## src/rtl/ggm_tree_sequencer.sv

```systemverilog
// GGM tree expansion / hash sequencer: issues parent-node reads, retires write-backs after AES_LATENCY.
// Optional busy-cycle counter is built only when GGM_PERF_CNT_EN is defined.
module ggm_tree_sequencer #(
    parameter int D           = 3,
    parameter int LANES       = 1,
    parameter int AES_LATENCY = 29,
    localparam int ADDR_W     = D + 3
) (
    input  logic                    clk,
    input  logic                    rst,
    input  logic                    i_start,
    input  logic                    i_func,
    input  logic                    i_aes_ready,
    output logic                    o_busy,
    output logic                    o_done,
    output logic [7:0]              o_level,
    output logic                    o_rd_en,
    output logic [LANES-1:0]        o_rd_mask,
    output logic [LANES*ADDR_W-1:0] o_rd_addr,
    output logic [LANES-1:0]        o_rd_offset,
    output logic                    o_wr_en,
    output logic [LANES-1:0]        o_wr_mask,
    output logic [LANES*ADDR_W-1:0] o_wr_addr,
    output logic                    o_msg_wr_en,
    output logic [LANES*ADDR_W-1:0] o_msg_w_addr,
    output logic [31:0]             o_cycle_count
);

    // state | meaning: IDLE reset | PRNG seed beat | EXPAND levels 1..D | HASH leaf pass | DONE finished
    typedef enum logic [2:0] {S_IDLE, S_PRNG, S_EXPAND, S_HASH, S_DONE} state_t;

    localparam int                     LAST     = AES_LATENCY - 1;
    localparam logic [AES_LATENCY-1:0] DL_EARLY = {AES_LATENCY{1'b1}} >> 1;

    state_t                  r_state;
    state_t                  w_next_state;
    logic                    r_func;
    logic [7:0]              r_level;
    logic [ADDR_W-1:0]       r_j;
    logic [ADDR_W-1:0]       w_width;
    logic                    w_active;
    logic                    w_issue;
    logic                    w_pass_end;
    logic                    w_start_acc;
    logic [LANES-1:0]        w_mask;
    logic [LANES*ADDR_W-1:0] w_idx;
    logic [AES_LATENCY-1:0]  r_dl_vld;
    logic [LANES-1:0]        r_dl_mask [AES_LATENCY];
    logic [LANES*ADDR_W-1:0] r_dl_idx  [AES_LATENCY];

    always_comb begin
        w_width = '0;
        case (r_state)
            S_PRNG:   w_width = ADDR_W'(1);
            S_EXPAND: w_width = ADDR_W'(1) << r_level;
            S_HASH:   w_width = ADDR_W'(1) << D;
            default:  w_width = '0;
        endcase
    end

    assign w_active    = (r_state == S_PRNG) || (r_state == S_EXPAND) || (r_state == S_HASH);
    assign w_issue     = w_active && i_aes_ready && (r_j < w_width);
    assign w_start_acc = i_start && ((r_state == S_IDLE) || (r_state == S_DONE));
    // Pass ends on its final write: everything issued and only the oldest stage still occupied.
    assign w_pass_end  = w_active && (r_j >= w_width) && r_dl_vld[LAST] &&
                         ((r_dl_vld & DL_EARLY) == '0);

    for (genvar k = 0; k < LANES; k++) begin : g_lane
        logic [ADDR_W-1:0] w_i;
        logic              w_v;
        assign w_i = r_j + ADDR_W'(k);
        assign w_v = w_issue && (w_i < w_width);
        assign w_mask[k]                       = w_v;
        assign w_idx[k*ADDR_W +: ADDR_W]       = w_v ? w_i : '0;
        assign o_rd_addr[k*ADDR_W +: ADDR_W]   = !w_v ? '0 : (r_state == S_HASH) ? w_i : (w_i >> 1);
        assign o_rd_offset[k]                  = w_v && (r_state != S_HASH) && w_i[0];
        assign o_wr_addr[k*ADDR_W +: ADDR_W]   = r_func ? '0 : r_dl_idx[LAST][k*ADDR_W +: ADDR_W];
        assign o_msg_w_addr[k*ADDR_W +: ADDR_W] = r_func ? r_dl_idx[LAST][k*ADDR_W +: ADDR_W] : '0;
    end

    always_ff @(posedge clk or negedge rst) begin
        if (!rst) begin
            r_state <= S_IDLE;
        end else begin
            r_state <= w_next_state;
        end
    end

    always_comb begin
        w_next_state = r_state;
        case (r_state)
            S_IDLE, S_DONE: if (i_start)    w_next_state = i_func ? S_HASH : S_PRNG;
            S_PRNG:         if (w_pass_end) w_next_state = S_EXPAND;
            S_EXPAND:       if (w_pass_end) w_next_state = (r_level == 8'(D)) ? S_DONE : S_EXPAND;
            S_HASH:         if (w_pass_end) w_next_state = S_DONE;
            default:        w_next_state = S_IDLE;
        endcase
    end

    always_comb begin
        o_busy      = w_active;
        o_done      = (r_state == S_DONE);
        o_level     = r_level;
        o_rd_en     = w_issue;
        o_rd_mask   = w_mask;
        o_wr_en     = r_dl_vld[LAST] && !r_func;
        o_msg_wr_en = r_dl_vld[LAST] && r_func;
        o_wr_mask   = r_dl_vld[LAST] ? r_dl_mask[LAST] : '0;
    end

    always_ff @(posedge clk or negedge rst) begin
        if (!rst) begin
            r_func  <= 1'b0;
            r_level <= '0;
            r_j     <= '0;
        end else if (w_start_acc) begin
            r_func  <= i_func;
            r_level <= '0;
            r_j     <= '0;
        end else if (w_pass_end) begin
            r_j <= '0;
            if ((r_state == S_PRNG) || ((r_state == S_EXPAND) && (r_level != 8'(D)))) begin
                r_level <= r_level + 8'd1;
            end
        end else if (w_issue) begin
            r_j <= r_j + ADDR_W'(LANES);
        end
    end

    always_ff @(posedge clk or negedge rst) begin
        if (!rst) begin
            r_dl_vld <= '0;
            for (int i = 0; i < AES_LATENCY; i++) begin
                r_dl_mask[i] <= '0;
                r_dl_idx[i]  <= '0;
            end
        end else begin
            r_dl_vld[0]  <= w_issue;
            r_dl_mask[0] <= w_mask;
            r_dl_idx[0]  <= w_idx;
            for (int i = 1; i < AES_LATENCY; i++) begin
                r_dl_vld[i]  <= r_dl_vld[i-1];
                r_dl_mask[i] <= r_dl_mask[i-1];
                r_dl_idx[i]  <= r_dl_idx[i-1];
            end
        end
    end

`ifdef GGM_PERF_CNT_EN
    logic [31:0] r_cycle_count;

    always_ff @(posedge clk or negedge rst) begin
        if (!rst) begin
            r_cycle_count <= '0;
        end else if (w_start_acc) begin
            r_cycle_count <= '0;
        end else if (w_active && (r_cycle_count != '1)) begin
            r_cycle_count <= r_cycle_count + 32'd1;
        end
    end

    assign o_cycle_count = r_cycle_count;
`else
    assign o_cycle_count = '0;
`endif

endmodule
```

## config.mk

```make
export PLATFORM = sky130hd
export DESIGN_NAME = ggm_tree_sequencer
export DESIGN_NICKNAME = d
export VERILOG_FILES = /design/src/rtl/ggm_tree_sequencer.sv
export SDC_FILE = /design/constraint.sdc
export NUM_CORES = 1
export LEC_CHECK = 0
export ABC_AREA = 1
export CORE_MARGIN = 2
export CORE_UTILIZATION = 56
export DETAILED_ROUTE_END_ITERATION = 8
export PLACE_DENSITY_LB_ADDON = 0.25
export RECOVER_POWER = 25
export SLEW_MARGIN = 20
export SYNTH_ARGS = -nofsm -noshare
export SYNTH_HDL_FRONTEND = slang
export SYNTH_SLANG_ARGS = --single-unit
```

## constraint.sdc

```tcl
create_clock -name clk -period 3.8 [get_ports clk]
set_input_delay 0.95 -clock clk [delete_from_list [all_inputs] [get_ports clk]]
set_output_delay 0.95 -clock clk [all_outputs]
set_load 0.1 [all_outputs]
```

# == Yosys cells after proc, flatten, opt, wreduce, memory -nomap -nowiden ==
# Cells that the tools add are included.
# op_classes
addsub,2
order_cmp,2
eq_ne,11
shift,1
muxes,20
reduce_logical,25
# ops
operator,n
2-to-1 mux 6 bit,8
logical NOT 29 bit,1
2-to-1 mux 8 bit,3
one-hot mux 6 bit (3 select lines),1
2-to-1 mux 3 bit,5
logical AND 1 bit,12
one-hot mux 3 bit (4 select lines),1
adder 8 x 1 -> 8 bit (second input constant),1
== test 8 x 2 -> 1 bit (second input constant),1
inequality test 2 bit (second input constant),4
inequality test 8 x 2 -> 1 bit (second input constant),1
<< shifter 1 x 8 -> 6 bit (first input constant),1
adder 6 x 1 -> 6 bit (second input constant),1
== test 3 x 2 -> 1 bit (second input constant),2
>= comparator 6 bit,1
< comparator 6 bit,1
logical OR 1 bit,4
AND reduction 4 bit,1
nonzero test 2 bit,2
== test 3 x 1 -> 1 bit (second input constant),1
== test 3 bit (second input constant),1
logical NOT 3 bit,1
inequality test 3 x 2 -> 1 bit (second input constant),1
nonzero test 3 bit,1
5 further kinds,5
# word_totals
register_bits,250
inputBits,5
wordCells,124

# == Logic depth before layout (Yosys ltp) ==
# Gate-level depths: netlist of run 1.
# depth
word_depth,8
ltp_mapped,16
ltp_nobuf,16

# == Worst setup path after synthesis of run 1 ==
# No wires, ideal clock.
# synth_timing
path_kind,flip-flop to output port
from,"register r_level[0], in the netlist o_level[0]"
to,output port o_rd_addr[5]
arrival_ns,4.447
required_ns,2.850
setup_slack_ns,-1.597
stages_incl_launch_ff,12
cell_sequence,dfrtp_1 -> inv_1 -> nor3_1 -> nand2_1 -> ha_1 -> nand2_1 -> inv_1 -> a21oi_1 -> and2_1 -> buf_4 -> nand2_2 -> nor3_1
# synth_via
elab_chain_cells,6
# synth_rtl
item,line,rtl
start: declaration,38,logic [7:0] r_level;
start signal: assignment,123,r_level <= r_level + 8'd1;
<< shifter 1 x 8 -> 6 bit (*),55,S_EXPAND: w_width = ADDR_W'(1) << r_level;
one-hot mux 6 bit (3 select lines) (*),53,case (r_state)
< comparator 6 bit (*),"62, 72",
logical AND 1 bit,62,assign w_issue = w_active && i_aes_ready && (r_j < w_width);
logical AND 1 bit (*),72,assign w_v = w_issue && (w_i < w_width);
2-to-1 mux 6 bit (*),75,assign o_rd_addr[k*ADDR_W +: ADDR_W] = !w_v ? '0 : (r_state == S_HASH) ? w_i : (w_i >> 1);
end: declaration,19,"output logic [LANES*ADDR_W-1:0] o_rd_addr,"
# Mark *: on every way between the ends. The rest lies on a longest branch, timed or not.

# == Worst setup path in the final report of run 1 ==
# layout_timing
from,register r_state[2]
to,output port o_rd_addr[5]
# layout_via
elab_chain_cells,7
elab_cells_between_ends,12
cone_classes,1 x order compare; 3 x eq/ne; 3 x mux; 5 x reduce/logical
# layout_rtl
item,line,rtl
start: declaration,35,state_t r_state;
start signal: assignment,85,r_state <= w_next_state;
"parallel branches: the longest is 6 deep, another holds < comparator 6 bit",n/a,
2-to-1 mux 6 bit (*),75,
# Mark *: on every way between the ends.

==> results of run 1 <==
Yosys cell counts, types with 2 or more instances:
cell	instances	area, um^2
nand4_1	7	43.8
nand3_1	33	165
buf_4	34	255
xor2_1	4	35.0
nor2_2	3	18.8
dfrtp_1	250	6260
nor2_4	2	22.5
inv_2	4	15.0
nand2_1	85	319
nor2_1	64	240
nand3_2	2	20.0
ha_1	8	100
a21oi_1	7	35.0
inv_1	48	180
nor3_1	5	25.0
cells by family after synthesis:
logic type               count (synthesis)
flip-flops                             250
adder cells (fa/ha/maj)                  8
XOR/XNOR                                 5
AO/OA/AOI/OAI                           13
other                                    1
AND/OR/NAND/NOR                        208
buffers and inverters                   90
per-layer routing:
layer  vias up  track usage [%]  share of wire, %
li1       1875                -                 -
met1      2072             25.7                44
met2       103             29.5                49
met3        24             3.90               5.7
met4         0             4.67               1.9
met5         -                0                 0
registers in the layout (all words and copies together), names as in the netlist:
name	count
o_level	8
r_dl_idx	174
r_dl_mask	29
r_dl_vld	29
r_func	1
r_j	6
r_state	3
worst max-delay path, delay by kind of cell (launching register included):
kind,cells,cell delay (ns)
fa+ha+maj,1,0.25
flops,1,0.39
compound gates,2,0.24
buf+inv,3,0.42
simple gates,7,1.03
cells in the final DEF (no fill, tap or decap), types with 6 or more instances in the layout:
cell         n
buf_12       9
buf_4       45
clkbuf_1     8
clkbuf_16   23
conb_1      32
dfrtp_1    242
ha_1         6
inv_1       45
nand2_1     80
nand3_1     33
nand4_1      7
nor2_1      59
nor2_4       6
path summary, 6_finish.rpt:
path                       slack, ns          from             to  depth (start not counted)
max                            0.001    r_state[2]   o_rd_addr[5]                         13
min                             0.34  r_dl_idx[92]   r_dl_idx[86]                          0
max reg2reg                     1.31    o_level[2]     o_level[3]                         14
min reg2reg                     0.34  r_dl_idx[92]   r_dl_idx[86]                          0
max in group asynchronous       2.37           rst  r_dl_idx[143]                          2
min in group asynchronous       0.44           rst    r_dl_idx[7]                          1
layout make-up:
cell class	instances	area, um^2	area share (%)
Clock inverter	4	62.6	0.658
Clock buffer	36	674	7.09
Tap cell	180	225	2.37
Inverter	52	201	2.12
Multi-Input combinational cell	267	1490	15.7
Timing Repair Buffer	59	574	6.04
Sequential cell	250	6280	66.0
power by group through the flow:
stage / Sequential, mW / Clock (mW) / Combinational (mW)
6_report: 3.42 / 2.23 / 2.19
5_1_grt: 3.47 / 2.40 / 2.34
4_1_cts: 3.40 / 2.29 / 1.98
3_5_place_dp: 3.43 / 0 / 1.90
3_3_place_gp: 3.40 / 0 / 1.86
2_1_floorplan: 3.58 / 0 / 1.27
stage by stage:
stage	power [mW]	instance area [um^2]	util (%)	worst slack, ns	hold slack, ns
2_1_floorplan	4.86	8150	-	0.00101	0.331
3_3_place_gp	5.26	8540	61.8	0.407	0.333
3_5_place_dp	5.33	8540	61.8	0.319	0.335
4_1_cts	7.67	9310	67.4	0.00956	0.347
5_1_grt	8.22	9510	68.8	-0.115	0.353
6_report	7.83	9510	68.8	0.00141	0.344
repair_timing:
item,CTS,global route
pin swaps,1,14
hold endpoints to repair,0,0
setup endpoints to repair,9,9
setup buffers,3,11
cloned,0,1
resized for setup,5,22
==> impl_metrics.py, run 1 <==
metrics = {
    "status": {
        "status": "finished, final reports clean",
    },
    "global_routing": {
        "antenna_found_initial": 0,
        "track_usage_pct": 18.3,
        "grt_overflow": 0,
        "grt_max_degree": 95,
        "grt_first_pass_wirelength_mm": 21.4,
        "first_global_vias": 4259,
    },
    "worst_setup_path": {
        "cp.arrival_ns": 2.85,
        "required_ns": 2.85,
        "cp_slowest_cell": "dfrtp_1",
        "slowest_delay_ns": 0.39,
        "cp-end-kind": "output port",
        "path_class": "flop to output port",
        "path_cells": "inv_2 > nand2_4 > buf_4 > nor2_1 > a31oi_4 > ha_4 > nand2_1 > nand2_1 > a21oi_2 > and2_4 > nand2_8 > nor3_4 > buf_12",
        "crit_top_cell": "nand2_1",
        "critPathLaunchType": "flop",
        "crit_path_max_fanout": 7,
    },
    "final_layout": {
        "n_fill_cell": 918,
        "antenna_cells": 0,
        "finalNetCount": 666,
        "final_cells": 848,
        "area.growth.synth_to_final_pct": 20.4,
        "drive_gt1_share_pct": 21.1,
    },
    "sta": {
        "drv_slew": 0,
        "rsz0062_at_grt": "yes",
        "min_period_over_period_pct": 100,
        "min_period_ns": 3.80,
        "setup_viol": 0,
        "max_freq_mhz": 263,
        "worst_pin_slew_ns": 0.670,
        "fin_tns_setup_ns": 0,
        "finalHoldViolCount": 0,
        "skew_ns": 0.0108,
        "slew_headroom_pct": 55.3,
    },
    "power": {
        "leakage_nw": 5.02,
        "ir_drop_mv": 0.729,
        "p_sw_share_pct": 35.6,
        "pwr-share-comb_pct": 27.9,
        "powerDensity_nw_per_um2": 824,
        "seq_power_share_pct": 43.7,
        "internal-power_mw": 5.04,
        "pwr-share-clk_pct": 28.4,
        "switchingPower_mw": 2.79,
    },
    "synth": {
        "syn-instance-count": 575,
        "synth_fa_ha_area_share_pct": 1.27,
        "ys_warn_count": 0,
        "syn_area_um2": 7900,
        "synth_mux_area_share_pct": 0,
        "synth_edf_count": 0,
        "synth_top_family_by_area": "simple AND/OR/NAND/NOR gates",
        "synth-simple-area-share_pct": 11.7,
        "ys_types": 34,
        "ys_ff_latch": 250,
        "synth-main-ff-cell": "dfrtp_1",
        "synth-compound-area-share_pct": 0.951,
        "seq_area_frac_synth_pct": 79.2,
        "async_flop_share_pct": 100,
        "synth_xor_area_share_pct": 0.554,
        "syn_avg_cell_area_um2": 13.7,
    },
    "die": {
        "dieHeight_um": 123,
        "die_x_um": 123,
        "io_pins": 71,
        "rows": 43,
        "initial_utilization_pct": 57.1,
        "core_um2": 13800,
        "dieArea_um2": 15100,
    },
    "clock_tree": {
        "clock-sinks": 250,
        "holdBufCountCts": 0,
        "clock_path_buffers": 3,
        "clkLatencyLatePin_ns": 0.51,
        "cts_made_buffers": 23,
        "cts_tree": "yes",
        "clock-root-buffer": "clkbuf_16",
        "clk_pin_slew_ns": 0.06,
        "cts_max_level": 1,
    },
    "routing": {
        "routed_wirelength_mm": 13.1,
        "wl_per_cell_um": 15.5,
        "firstDrtPassIters": 5,
        "postRouteAntennaNets": 0,
        "drt_iter0_drc": 303,
        "vias_per_cell": 4.80,
        "vias": 4074,
        "drc": 0,
    },
    "placed_design": {
        "port_buffers": 38,
        "dp_cells": 793,
        "gp_congestion": 0.838,
        "dp_hpwl_mm": 7.47,
    },
    "flow_run": {
        "maxCapViolCount": 0,
    },
    "hold_path": {
        "holdCritPathClass": "flop to flop",
    },
}
No activity file was read; power rests on OpenSTA's default activity.
==> inputs of run 2 (changes only) <==
--- a/config.mk
+++ b/config.mk
@@ -6,7 +6,6 @@
 export NUM_CORES = 1
 export LEC_CHECK = 0
 export ABC_AREA = 1
-export CORE_MARGIN = 2
 export CORE_UTILIZATION = 56
 export DETAILED_ROUTE_END_ITERATION = 8
 export PLACE_DENSITY_LB_ADDON = 0.25
@@ -15,3 +14,4 @@
 export SYNTH_ARGS = -nofsm -noshare
 export SYNTH_HDL_FRONTEND = slang
 export SYNTH_SLANG_ARGS = --single-unit
+export TNS_END_PERCENT = 50
==> impl_metrics.py, run 2 (same netlist as run 1, synthesis figures left out) <==
metrics = {
    "status": {
        "status": "finished, final reports clean",
    },
    "clock_tree": {
        "cts_made_buffers": 25,
        "clk_pin_slew_ns": 0.06,
        "clock_path_buffers": 3,
        "cts_max_level": 1,
        "cts_tree": "yes",
        "clock-sinks": 250,
        "clkLatencyLatePin_ns": 0.51,
        "holdBufCountCts": 0,
        "clock-root-buffer": "clkbuf_16",
    },
    "sta": {
        "drv_slew": 0,
        "worst_pin_slew_ns": 0.988,
        "finalHoldViolCount": 0,
        "max_freq_mhz": 267,
        "slew_headroom_pct": 33.9,
        "min_period_over_period_pct": 98.7,
        "rsz0062_at_grt": "yes",
        "skew_ns": 0.0204,
        "min_period_ns": 3.75,
        "fin_ws_ns": 0.0483,
        "setup_viol": 0,
    },
    "die": {
        "dieArea_um2": 14600,
        "io_pins": 71,
        "rows": 43,
        "die_x_um": 121,
        "core_um2": 13800,
        "initial_utilization_pct": 57.1,
        "dieHeight_um": 121,
    },
    "worst_setup_path": {
        "path_cells": "nor2_4 > nand2_4 > nor3_2 > nand2_1 > ha_1 > nand2_2 > inv_1 > a21oi_2 > and2_4 > nand2_8 > nor3_4 > buf_12",
        "path_class": "flop to output port",
        "cp-end-kind": "output port",
        "critPathLaunchType": "flop",
        "required_ns": 2.85,
        "reg2reg_depth": 13,
        "slowest_delay_ns": 0.52,
        "cp.arrival_ns": 2.80,
        "crit_path_max_fanout": 7,
        "cp_slowest_cell": "dfrtp_4",
    },
    "power": {
        "powerDensity_nw_per_um2": 829,
        "pwr-share-clk_pct": 30.5,
        "p_sw_share_pct": 34.9,
        "pwr-share-comb_pct": 26.6,
        "total_power_mw": 7.95,
        "ir_drop_mv": 0.540,
        "internal-power_mw": 5.18,
        "switchingPower_mw": 2.77,
        "seq_power_share_pct": 42.9,
        "leakage_nw": 5.06,
    },
    "global_routing": {
        "grt_overflow": 0,
        "grt_first_pass_wirelength_mm": 21.0,
        "antenna_found_initial": 0,
        "track_usage_pct": 18.8,
        "first_global_vias": 4196,
        "grt_max_degree": 100,
    },
    "placed_design": {
        "port_buffers": 38,
        "gp_congestion": 0.854,
        "dp_hpwl_mm": 7.46,
        "place_ws_ns": 0.330,
        "dp_cells": 793,
        "placed_cell_area_um2": 8560,
    },
    "hold_path": {
        "holdCritPathClass": "flop to flop",
        "hold_path_depth": 0,
    },
    "final_layout": {
        "drive_gt1_share_pct": 21.1,
        "final_common_cell": "dfrtp_1",
        "final_cell_mix": "dfrtp_1 (242), nand2_1 (81), nor2_1 (59), inv_1 (45), buf_4 (39)",
        "largest_register_ffs": 174,
        "design_area_um2": 9590,
        "finalNetCount": 667,
        "antenna_cells": 0,
        "largestRegisters": "r_dl_idx x174, r_dl_mask x29, r_dl_vld x29",
        "area.growth.synth_to_final_pct": 21.4,
        "final_cells": 853,
        "top_register": "r_dl_idx",
    },
    "routing": {
        "wl_per_cell_um": 15.0,
        "firstDrtPassIters": 5,
        "drt_iter0_drc": 280,
        "vias_per_cell": 4.85,
        "postRouteAntennaNets": 0,
        "drc": 0,
        "vias": 4140,
        "routed_wirelength_mm": 12.8,
    },
    "flow_run": {
        "maxCapViolCount": 0,
    },
}
## run 2: routing by layer
metal | global-route usage, % | vias to the layer above | wire length, um
li1 | - | 1875 | -
met1 | 26.0 | 2111 | 5500
met2 | 29.9 | 122 | 6250
met3 | 4.10 | 32 | 696
met4 | 6.56 | 0 | 375
met5 | 0 | - | 0
## run 2: metrics by stage
stage | util (%) | setup TNS [ns] | hold WS (ns)
after floorplan | - | 0 | 0.331
after global placement | 61.9 | 0 | 0.333
after detailed placement | 61.9 | 0 | 0.335
after CTS | 68.0 | 0 | 0.342
after global routing | 69.3 | -0.123 | 0.350
final | 69.3 | 0 | 0.337
## run 2: power by group through the flow
stage | Combinational, mW | Clock [mW] | Sequential (mW)
floorplan | 1.27 | 0 | 3.58
global placement | 1.86 | 0 | 3.41
detailed placement | 1.91 | 0 | 3.44
CTS | 1.94 | 2.48 | 3.41
global route | 2.27 | 2.60 | 3.46
finish | 2.12 | 2.42 | 3.41
## run 2: worst max-delay path: cells and delay by family, from the launching register on
kind	cells	cell delay, ns
AO/OA/AOI/OAI	1	0.15
adder cells (fa/ha/maj)	1	0.29
buffers and inverters	2	0.25
flip-flops	1	0.52
AND/OR/NAND/NOR	8	1.09
## run 2: final timing paths
path	startpoint	end	slack [ns]
max in group asynchronous	rst	r_dl_idx[140]	2.36
worst min register to register	r_dl_idx[79]	r_dl_idx[73]	0.34
min in group asynchronous	rst	r_dl_idx[11]	0.45
worst max register to register	o_level[6]	r_j[0]	1.40
worst max-delay path	o_level[6]	o_rd_offset	0.05
worst min-delay path	r_dl_idx[79]	r_dl_idx[73]	0.34
## run 2: repair_timing
action | in CTS | in global routing
pin swaps | 2 | 8
gates resized for setup | 4 | 17
endpoints found under the setup margin | 9 | 9
buffers inserted | 0 | 13
cloned | 0 | 1
## run 2: layout make-up
type / count / area, um^2
clock inverters: 11 / 121
multi-input cells: 267 / 1460
well taps: 180 / 225
flip-flops and latches: 250 / 6280
inverters: 52 / 199
clock buffers: 35 / 713
fillers: 920 / 4240
repair buffers: 58 / 588
==> RTL change (flow settings as in run 2) <==
Build with the macro `GGM_PERF_CNT_EN` defined.
--- a/src/rtl/ggm_tree_sequencer.sv
+++ b/src/rtl/ggm_tree_sequencer.sv
@@ -1,4 +1,6 @@
 // GGM tree expansion / hash sequencer: issues parent-node reads, retires write-backs after AES_LATENCY.
 // Optional busy-cycle counter is built only when GGM_PERF_CNT_EN is defined.
+`define GGM_PERF_CNT_EN
+
 module ggm_tree_sequencer #(
     parameter int D           = 3,
Check against the original RTL: not equivalent (a bounded check fails within 4 cycles, from zero or initial values and one cycle with rst low).
==> RTL change against run 2 <==
- sequential cell count up 3
- power up 6.8%
- worst setup slack worse by 0.23 ns
- the flow now finishes with violations (setup timing)
- wire length up 52%
- critical endpoint is now o_rd_addr[3]
- die area up 13%
- highest routed layer unchanged
- combinational power up 3%
- final area up 15%
- first-iteration DRC count up 78%
- synthesized area up 13%
==> RTL change: results (changes against run 2) <==
synth_compound_area_share_pct: 4.13  # was 0.951%
first_pass_iters: 6  # was 5
groute.usage.overall_pct: 25.3  # was 18.8%
hp-start: "r_dl_idx[141]$_DFF_PN0_"  # was r_dl_idx[79]$_DFF_PN0_
final-setup-viol-count: 9  # was 0
wire_per_inst_microns: 17.4  # was 15.0 microns
slowest_delay_ns: 0.48  # was 0.52 ns
status: "finished with violations"  # was completed
grt_max_degree: 108  # was 100
gp_congestion: 0.909  # was 0.854
r2r_end: "o_level[6]$_DFFE_PN0P_"  # was r_j[0]$_DFFE_PN0P_
violations: "setup timing"
synth_seq_area_share_pct: 71.0  # was 79.2%
dpl.hpwl_microns: 11700  # was 7460 microns
place_ws_ns: 0.245  # was 0.330 ns
fin_nets: 907  # was 667
power.switching_uw: 3010  # was 2770 uW
slew_headroom_pct: 31.9  # was 33.9%
layout_setup_ws_ns: -0.184  # was 0.0483 ns
port_buffers: 70  # was 38
drive_gt1_share_pct: 18.0  # was 21.1%
rr_startpoint: "o_level[5]$_DFFE_PN0P_"  # was o_level[6]$_DFFE_PN0P_
drt-initial-drc-count: 499  # was 280
finClkSkew_ns: 0.0171  # was 0.0204 ns
synthTopCellsByArea: "dfrtp_1 (71%), nand2_1 (6.1%), nor2_1 (3.8%)"  # was dfrtp_1 (79%), nand2_1 (4.0%), buf_4 (3.2%)
synthTopCellsByCount: "dfrtp_1 (253), nand2_1 (145), nor2_1 (91), inv_1 (80), nand3_1 (49)"  # was dfrtp_1 (250), nand2_1 (85), nor2_1 (64), inv_1 (48), buf_4 (34)
tns_ns: -1.27  # was 0 ns
==> RTL change: cell count changes after synthesis, moves of 16 or more <==
cell,change
nand4_1,+27
buf_4,-32
nand2_1,+60
o21ai_0,+29
nor2_1,+27
nand3_1,+16
inv_1,+32
==> RTL change: metal layers <==
metal  wire length (microns)  global-route usage [%]  up-vias
met1                    8300                    34.5     2933
li1                        -                       -     2737
met4                     499                    9.07        0
met3                    1110                    3.84       47
met2                    9610                    41.8      224
met5                       0                       0        -
==> RTL change: area by class of cell <==
cell class                 count  area, sq um
timing repair buffer          91          895
clock buffer                  31          688
inverter                      84          332
clock inverter                15          144
fill                        1011         4370
multi-input combinational    438         2320
sequential                   253         6360
tap                          211          264
==> RTL change: worst max path at each step <==
stage | endpoint | slack [ns] | cells past startpoint
finish | o_rd_addr[3] | -0.18 | 13
global route | o_rd_addr[1] | -0.36 | 13
CTS | o_rd_addr[3] | -0.18 | 13
detailed placement | o_rd_addr[0] | 0.24 | 13
global placement | o_rd_addr[1] | 0.41 | 13
floorplan | o_rd_addr[0] | -0.07 | 12
==> RTL change: metrics by stage <==
stage | area (sq um) | cells | total power, uW
floorplan | 9080 | 790 | 5300
global placement | 10100 | 1067 | 5910
detailed placement | 10100 | 1067 | 5980
CTS | 11000 | 1122 | 8560
global route | 11000 | 1123 | 8880
finish | 11000 | 1123 | 8490
==> RTL change: power groups by stage <==
stage,clock (uW),sequential [uW],combinational [uW]
after global routing,2620,3940,2320
after global placement,0,3840,2070
final,2450,3860,2180
after floorplan,0,4110,1190
after detailed placement,0,3870,2110
after CTS,2510,3880,2180
==> RTL change: timing repair <==
item                       4_1_cts  5_1_grt
setup buffers                    9        1
resized for setup                5        5
setup endpoints to repair        9        9
pin swaps                        9        6
